`src/rtl/tm_sr_tx_sched_if.sv`:
```
// Bundle between the TM/SR transmit scheduler and its neighbours:
// request/ack flags from the request generator, the payload buffer read
// port and the byte stream towards the 11-bit line framer.
// master = scheduler side, slave = surrounding logic.
interface tm_sr_tx_sched_if;
  logic       tm_tx_rdy;
  logic       sr_tx_rdy;
  logic       pre_tm;
  logic       tm_tx_ack;
  logic       sr_tx_ack;
  logic       rd_en;
  logic       rd_sel;
  logic [5:0] rd_addr;
  logic [7:0] rd_data;
  logic [7:0] byte_out;
  logic       byte_valid;
  logic       byte_ready;
  logic       busy;
  logic       frame_done;

  modport master (
    input  tm_tx_rdy, sr_tx_rdy, pre_tm, rd_data, byte_ready,
    output tm_tx_ack, sr_tx_ack, rd_en, rd_sel, rd_addr,
           byte_out, byte_valid, busy, frame_done
  );

  modport slave (
    output tm_tx_rdy, sr_tx_rdy, pre_tm, rd_data, byte_ready,
    input  tm_tx_ack, sr_tx_ack, rd_en, rd_sel, rd_addr,
           byte_out, byte_valid, busy, frame_done
  );
endinterface

```
`src/rtl/tm_sr_tx_sched.sv`:
```
// TM/SR transmit scheduler. Grants pending TM (priority) or SR requests,
// then emits one frame byte-by-byte over valid/ready:
//   SYNC, ID, LEN, byte3, payload[0..LEN-1], CRC[15:8], CRC[7:0]
// CRC-16-CCITT (0x1021, init 0xFFFF, MSB-first) over everything but SYNC,
// advanced only on accepted bytes.
// Build option: define TX_SEQ_CNT_EN to send a shared 8-bit frame sequence
// counter as byte3 (counts completed frames); otherwise byte3 is 8'h00.
module tm_sr_tx_sched #(
  parameter logic [7:0] SYNC_BYTE = 8'hA5,
  parameter logic [7:0] TM_ID     = 8'h01,
  parameter logic [7:0] SR_ID     = 8'h02,
  parameter int         TM_LEN    = 62,
  parameter int         SR_LEN    = 16
) (
  input  logic              clk,
  input  logic              n_rst,
  tm_sr_tx_sched_if.master  bus
);

  localparam logic [2:0] IDLE  = 3'd0;
  localparam logic [2:0] HDR   = 3'd1;
  localparam logic [2:0] FETCH = 3'd2;
  localparam logic [2:0] DATA  = 3'd3;
  localparam logic [2:0] CRC_H = 3'd4;
  localparam logic [2:0] CRC_L = 3'd5;
  localparam logic [2:0] DONE  = 3'd6;

  localparam logic [15:0] POLY    = 16'h1021;
  localparam logic [5:0]  TM_LAST = 6'(TM_LEN - 1);
  localparam logic [5:0]  SR_LAST = 6'(SR_LEN - 1);

  logic [2:0]  state;
  logic [1:0]  hdr_cnt;
  logic [5:0]  idx;
  logic [5:0]  last_idx;
  logic        sel;
  logic [15:0] crc;
  logic [15:0] crc_next;
  logic [7:0]  byte_p0;
  logic        vld_p0;
  logic        done_p0;
  logic        tm_ack;
  logic        sr_ack;
  logic        xfer;
  logic        grant;
  logic [7:0]  seq_byte;

  // One CRC-16-CCITT step over a byte, MSB first, no reflection.
  function automatic logic [15:0] crc16_upd(input logic [15:0] c,
                                            input logic [7:0]  d);
    logic [15:0] r;
    logic        fb;
    r = c;
    for (int i = 7; i >= 0; i--) begin
      fb = r[15] ^ d[i];
      r  = {r[14:0], 1'b0};
      if (fb) r = r ^ POLY;
    end
    return r;
  endfunction

  // Service byte n of the header for the selected buffer.
  function automatic logic [7:0] hdr_byte(input logic [1:0] n,
                                          input logic       s,
                                          input logic [7:0] b3);
    logic [7:0] r;
    case (n)
      2'd0:    r = SYNC_BYTE;
      2'd1:    r = s ? SR_ID : TM_ID;
      2'd2:    r = s ? 8'(SR_LEN) : 8'(TM_LEN);
      default: r = b3;
    endcase
    return r;
  endfunction

  assign xfer     = vld_p0 & bus.byte_ready;
  assign crc_next = crc16_upd(crc, byte_p0);
  assign last_idx = sel ? SR_LAST : TM_LAST;
  assign grant    = bus.tm_tx_rdy | (bus.sr_tx_rdy & ~bus.pre_tm);

`ifdef TX_SEQ_CNT_EN
  logic [7:0] seq_cnt;

  // Frame sequence number: advances once per completed frame, wraps at 255.
  always_ff @(posedge clk or negedge n_rst) begin
    if (!n_rst)       seq_cnt <= 8'h00;
    else if (done_p0) seq_cnt <= seq_cnt + 8'h01;
  end

  assign seq_byte = seq_cnt;
`else
  assign seq_byte = 8'h00;
`endif

  // Frame sequencer: grant, header, fetch/present payload, CRC, done pulse.
  always_ff @(posedge clk or negedge n_rst) begin
    if (!n_rst) begin
      state   <= IDLE;
      hdr_cnt <= 2'd0;
      idx     <= 6'd0;
      sel     <= 1'b0;
      crc     <= 16'hFFFF;
      byte_p0 <= 8'h00;
      vld_p0  <= 1'b0;
      done_p0 <= 1'b0;
      tm_ack  <= 1'b0;
      sr_ack  <= 1'b0;
    end else begin
      tm_ack  <= 1'b0;
      sr_ack  <= 1'b0;
      done_p0 <= 1'b0;
      case (state)
        IDLE: begin
          if (grant) begin
            tm_ack  <= bus.tm_tx_rdy;
            sr_ack  <= ~bus.tm_tx_rdy;
            sel     <= ~bus.tm_tx_rdy;
            state   <= HDR;
            hdr_cnt <= 2'd0;
            idx     <= 6'd0;
            crc     <= 16'hFFFF;
            byte_p0 <= SYNC_BYTE;
            vld_p0  <= 1'b1;
          end
        end
        HDR: begin
          if (xfer) begin
            // SYNC is outside the CRC
            if (hdr_cnt != 2'd0) crc <= crc_next;
            if (hdr_cnt == 2'd3) begin
              vld_p0  <= 1'b0;
              byte_p0 <= 8'h00;
              state   <= FETCH;
            end else begin
              hdr_cnt <= hdr_cnt + 2'd1;
              byte_p0 <= hdr_byte(hdr_cnt + 2'd1, sel, seq_byte);
            end
          end
        end
        FETCH: begin
          state <= DATA;
        end
        DATA: begin
          // first DATA cycle: buffer output is valid, capture it
          if (!vld_p0) begin
            byte_p0 <= bus.rd_data;
            vld_p0  <= 1'b1;
          end else if (xfer) begin
            crc <= crc_next;
            if (idx == last_idx) begin
              idx     <= 6'd0;
              state   <= CRC_H;
              byte_p0 <= crc_next[15:8];
            end else begin
              idx     <= idx + 6'd1;
              vld_p0  <= 1'b0;
              state   <= FETCH;
            end
          end
        end
        CRC_H: begin
          if (xfer) begin
            byte_p0 <= crc[7:0];
            state   <= CRC_L;
          end
        end
        CRC_L: begin
          if (xfer) begin
            vld_p0  <= 1'b0;
            byte_p0 <= 8'h00;
            done_p0 <= 1'b1;
            state   <= DONE;
          end
        end
        DONE: begin
          state <= IDLE;
        end
        default: begin
          state  <= IDLE;
          vld_p0 <= 1'b0;
        end
      endcase
    end
  end

  // ---- output stage ----
  assign bus.tm_tx_ack  = tm_ack;
  assign bus.sr_tx_ack  = sr_ack;
  assign bus.rd_en      = (state == FETCH);
  assign bus.rd_sel     = sel;
  assign bus.rd_addr    = idx;
  assign bus.byte_out   = byte_p0;
  assign bus.byte_valid = vld_p0;
  assign bus.busy       = (state != IDLE);
  assign bus.frame_done = done_p0;

endmodule

```
`src/flat_wrapper.sv`:
```
// flat-port wrapper written by rule: the top's interface ports become plain ports
module tm_sr_tx_sched_flat 
#(
  parameter logic [7:0] SYNC_BYTE = 8'hA5,
  parameter logic [7:0] TM_ID     = 8'h01,
  parameter logic [7:0] SR_ID     = 8'h02,
  parameter int         TM_LEN    = 62,
  parameter int         SR_LEN    = 16
)
  (clk, n_rst, bus_tm_tx_rdy, bus_sr_tx_rdy, bus_pre_tm, bus_rd_data, bus_byte_ready, bus_tm_tx_ack, bus_sr_tx_ack, bus_rd_en, bus_rd_sel, bus_rd_addr, bus_byte_out, bus_byte_valid, bus_busy, bus_frame_done);
  tm_sr_tx_sched_if bus_i ();
  input  logic clk;
  input  logic n_rst;
  input wire logic [$bits(bus_i.tm_tx_rdy)-1:0] bus_tm_tx_rdy;
  input wire logic [$bits(bus_i.sr_tx_rdy)-1:0] bus_sr_tx_rdy;
  input wire logic [$bits(bus_i.pre_tm)-1:0] bus_pre_tm;
  input wire logic [$bits(bus_i.rd_data)-1:0] bus_rd_data;
  input wire logic [$bits(bus_i.byte_ready)-1:0] bus_byte_ready;
  output wire logic [$bits(bus_i.tm_tx_ack)-1:0] bus_tm_tx_ack;
  output wire logic [$bits(bus_i.sr_tx_ack)-1:0] bus_sr_tx_ack;
  output wire logic [$bits(bus_i.rd_en)-1:0] bus_rd_en;
  output wire logic [$bits(bus_i.rd_sel)-1:0] bus_rd_sel;
  output wire logic [$bits(bus_i.rd_addr)-1:0] bus_rd_addr;
  output wire logic [$bits(bus_i.byte_out)-1:0] bus_byte_out;
  output wire logic [$bits(bus_i.byte_valid)-1:0] bus_byte_valid;
  output wire logic [$bits(bus_i.busy)-1:0] bus_busy;
  output wire logic [$bits(bus_i.frame_done)-1:0] bus_frame_done;
  assign bus_i.tm_tx_rdy = bus_tm_tx_rdy;
  assign bus_i.sr_tx_rdy = bus_sr_tx_rdy;
  assign bus_i.pre_tm = bus_pre_tm;
  assign bus_i.rd_data = bus_rd_data;
  assign bus_i.byte_ready = bus_byte_ready;
  assign bus_tm_tx_ack = bus_i.tm_tx_ack;
  assign bus_sr_tx_ack = bus_i.sr_tx_ack;
  assign bus_rd_en = bus_i.rd_en;
  assign bus_rd_sel = bus_i.rd_sel;
  assign bus_rd_addr = bus_i.rd_addr;
  assign bus_byte_out = bus_i.byte_out;
  assign bus_byte_valid = bus_i.byte_valid;
  assign bus_busy = bus_i.busy;
  assign bus_frame_done = bus_i.frame_done;
  tm_sr_tx_sched #(.SYNC_BYTE(SYNC_BYTE), .TM_ID(TM_ID), .SR_ID(SR_ID), .TM_LEN(TM_LEN), .SR_LEN(SR_LEN)) u_core (.clk(clk), .n_rst(n_rst), .bus(bus_i));
endmodule
```
`config.mk`:
```
export PLATFORM = sky130hd
export DESIGN_NAME = tm_sr_tx_sched_flat
export DESIGN_NICKNAME = d
export VERILOG_FILES = /design/src/rtl/tm_sr_tx_sched_if.sv /design/src/rtl/tm_sr_tx_sched.sv /design/src/flat_wrapper.sv
export SDC_FILE = /design/constraint.sdc
export NUM_CORES = 1
export LEC_CHECK = 0
export CORE_ASPECT_RATIO = 1.5
export CORE_UTILIZATION = 54
export CTS_CLUSTER_SIZE = 10
export DETAILED_ROUTE_END_ITERATION = 8
export PLACE_DENSITY = 0.9
export SYNTH_ARGS = -nofsm -noshare
export SYNTH_HDL_FRONTEND = slang
export SYNTH_SLANG_ARGS = --single-unit
```
`constraint.sdc`:
```
create_clock -name clk -period 2.2 [get_ports clk]
set_input_delay 0.22 -clock clk [delete_from_list [all_inputs] [get_ports clk]]
set_output_delay 0.22 -clock clk [all_outputs]
set_load 0.02 [all_outputs]
```
==> results.md, run 1 <==
* Synth Flop Type: dfrtp_1
* Routed WL at about 6 mm
* Core area at 4210 µm²
* H-tree Lvls at 2
* Sequential cell area fraction in the yosys report at a little over two fifths
* P_leak at 1.23 nW
* Total negative slack at 0 ps
* Slew Viols, Final at 0
* Syn avg cell area at about 9.6 µm²
* CTS tree: done
* Power per Cell Area at 1800 nW/µm²
* Number of synthesized register bits at 40
* Remaining global-route overflow at 0
* Critical path class: reg -> out
* Clock Path Buffers at 2
* Drt drc at 0
* Site Rows at 29
* Share of cells above drive strength 1 at a little under a fifth
* Die H at roughly 83 µm
* Synthesized cell area at approximately 2400 µm²
* Initial antenna violation count at 0
* CP peak stage delay at ~600 ps
* Via count at about 2100
* Dpl hpwl at around 4.3 mm
* WP data arrival at around 1900 ps
* Post-synth ARST share at 100%
* Final cell count without fillers at approximately 340
* Ant diodes at 0
* GP Congestion at about 0.87
* Slew HR at roughly two fifths
* Dominant cells by area after synthesis: dfrtp_1 (25%), dfstp_2 (18%), xnor2_1 (5.5%)
* CP Cell Sequence: or3_1 -> clkdlybuf4s50_1
* Worst Hold Class: in -> async
* Boundary Pins at 35
* Vias per cell at between 6 and 7
* Die width at 56.2 µm
* EDFF count, synth at 0
* Area grow syn2layout at 22.8%
* Fillers at approximately 330
* Worst Skew at a little over 8 ps
* Synth area leader: dfrtp_1
* Initial Utilization at between 50% and 60%
* WP buf/inv at 1
* Status: completed
* Number of max-cap violations at 0
* Worst path slowest cell: clkdlybuf4s50_1
* Period utilization at 96.0%
* Register Area at approximately 1000 µm²
* Total CTS buffers at 5
* Synth warn at 0
* Worst-skew pair later-pin latency at about 300 ps
* Iteration-0 DRC Markers at 100
* Cell family with most CP delay: buffers and inverters
* Power Total at 5.26 mW
* Syn_nets at roughly 270
* Clk sinks at 40
* Setup violations, final at 0
* Die ar. at 4680 µm²
* Synth Instances at between 200 and 250
* Startpoint types: flip-flop
* Clock Root Buffer: clkbuf_8
* CP Max Fanout at 9
* Post-route ant nets at 0
* Synth unique cells at 51
* Max Clk Rate at between 0.4 and 0.5 GHz
* Vias in the first global route at between 2000 and 2500
* Post-CTS Setup Bufs at 0
* RSZ-0062 raised after global routing: false
* DRT Pass-1 Iters at 4
* Final min period at between 2000 and 2500 ps
* PortBufs at 34
* Multi-input gate area at approximately 1300 µm²
* Fin nets at between 300 and 400
* Reg2Reg Setup Slack at between 200 and 250 ps
* Least-Margin Pin Slew at approximately 900 ps
* Overall Global Routing Usage at between 20% and 30%
* Commonest cells in the netlist: nor2_1 (31), dfrtp_1 (24), a21oi_1 (23), dfstp_2 (16), o21ai_0 (16)
* Largest net degree at the start of global routing at between 40 and 50
* CTS clk-pin slew, worst paths at approximately 70 ps
* Placed Cells at about 330
* First-pass GRT wire length at roughly 9.9 mm
* Most numerous cell in the Yosys netlist: nor2_1
* WP data required at just under 2000 ps
* Hold Vio Cnt, Final at 0
* Worst setup EP type: output pin
* Routed len/inst at 17.4 µm
* Worst vdd ir at between 1000 and 1500 µV
* Post-synth top area share at between 20% and 30%
-- worst paths after layout --
| kind | startpoint | endpoint | cells after the start |
|---|---|---|---|
| worst max-delay path | u_core.state[2] | bus_busy | 2 |
| worst min-delay path | n_rst | u_core.bus.tm_tx_ack | 1 |
| worst max register to register | u_core.bus.rd_sel | u_core.bus.byte_out[5] | 5 |
| worst min register to register | u_core.crc[14] | u_core.crc[14] | 2 |
| max in group asynchronous | n_rst | u_core.bus.rd_sel | 1 |
| min in group clk | u_core.crc[14] | u_core.crc[14] | 2 |
-- layout make-up --
type	instances	share of cell area [%]
clock buffer	6	2.49
clock inverter	2	1.20
inverter	8	1.03
multi-input combinational	190	43.4
sequential	40	35.0
tap	46	1.97
timing repair buffer	47	14.9
-- layer usage --
layer	GRT usage [%]	vias to the layer above	share of wire, %
met3	5.92	27	5.2
met1	29.7	996	37
li1	-	957	-
met4	16.2	0	4.4
met5	0	-	0
met2	48.3	80	53
-- power breakdown --
part | switching (mW) | internal, mW
Combinational | 1.73 | 1.47
Sequential | 0.326 | 1.13
Clock | 0.259 | 0.337
Total | 2.31 | 2.94
-- metrics by stage --
| stage | utilization, % | hold slack, ps | worst slack (ps) | area, µm² |
|---|---|---|---|---|
| 2_1_floorplan | - | -75.6 | 381 | 2380 |
| 3_3_place_gp | 66.7 | 382 | 292 | 2810 |
| 3_5_place_dp | 66.7 | 389 | 247 | 2810 |
| 4_1_cts | 69.3 | 75.6 | 67.7 | 2920 |
| 5_1_grt | 69.4 | 105 | 31.5 | 2920 |
| 6_report | 69.4 | 31.8 | 88.1 | 2920 |
-- logic make-up (layout without fill, tap and decap cells) --
logic type / count (synthesis) / count (layout) / synth area share [%]
buffers and inverters: 18 / 63 / 3.74
flip-flops: 40 / 40 / 42.9
AND/OR/NAND/NOR: 80 / 80 / 17.2
AO/OA/AOI/OAI: 71 / 71 / 20.1
adder cells (fa/ha/maj): 5 / 5 / 2.63
multiplexers: 9 / 9 / 4.26
XOR/XNOR: 25 / 25 / 9.21
-- layout by cell type (no fill, tap or decap), types with 6 or more instances in the layout --
master           count
o21ai_0             16
a21oi_1             23
xnor2_1             15
xor2_1              10
nand2b_1             6
dfstp_2             16
mux2_2               9
buf_4               13
nand2_1             14
clkdlybuf4s50_1     32
nor2_1              31
nor2b_1              6
inv_1                7
dfrtp_1             24
-- flip-flops by register name, summed over array words and instances, names as in the netlist --
name,count
u_core.crc,16
u_core.bus.byte_out,8
u_core.bus.rd_addr,6
u_core.state,3
u_core.hdr_cnt,2
u_core.bus.byte_valid,1
u_core.bus.frame_done,1
u_core.bus.rd_sel,1
u_core.bus.sr_tx_ack,1
u_core.bus.tm_tx_ack,1
-- timing repair --
action | 4_1_cts | 5_1_grt
gates resized for setup | 0 | 1
endpoints found under the setup margin | 0 | 1
hold buffers | 0 | 0
endpoints found under the hold margin | 0 | 0
-- worst reg2reg max path, stage by stage, from the launching register on --
cell       delay, ps
dfrtp_1          450
and4bb_2         270
o2111ai_2        360
nor2_2            90
o221ai_4         300
mux2_2           390
No activity file was read; power rests on OpenSTA's default activity.
==> run 2, diff against run 1 <==
- CTS_CLUSTER_SIZE: 10 -> default
- GPL_ROUTABILITY_DRIVEN: default -> 1
- HOLD_SLACK_MARGIN: default -> 0.05
==> results of run 2 <==
Final layout, timing and power as in run 1 (identical DEF).
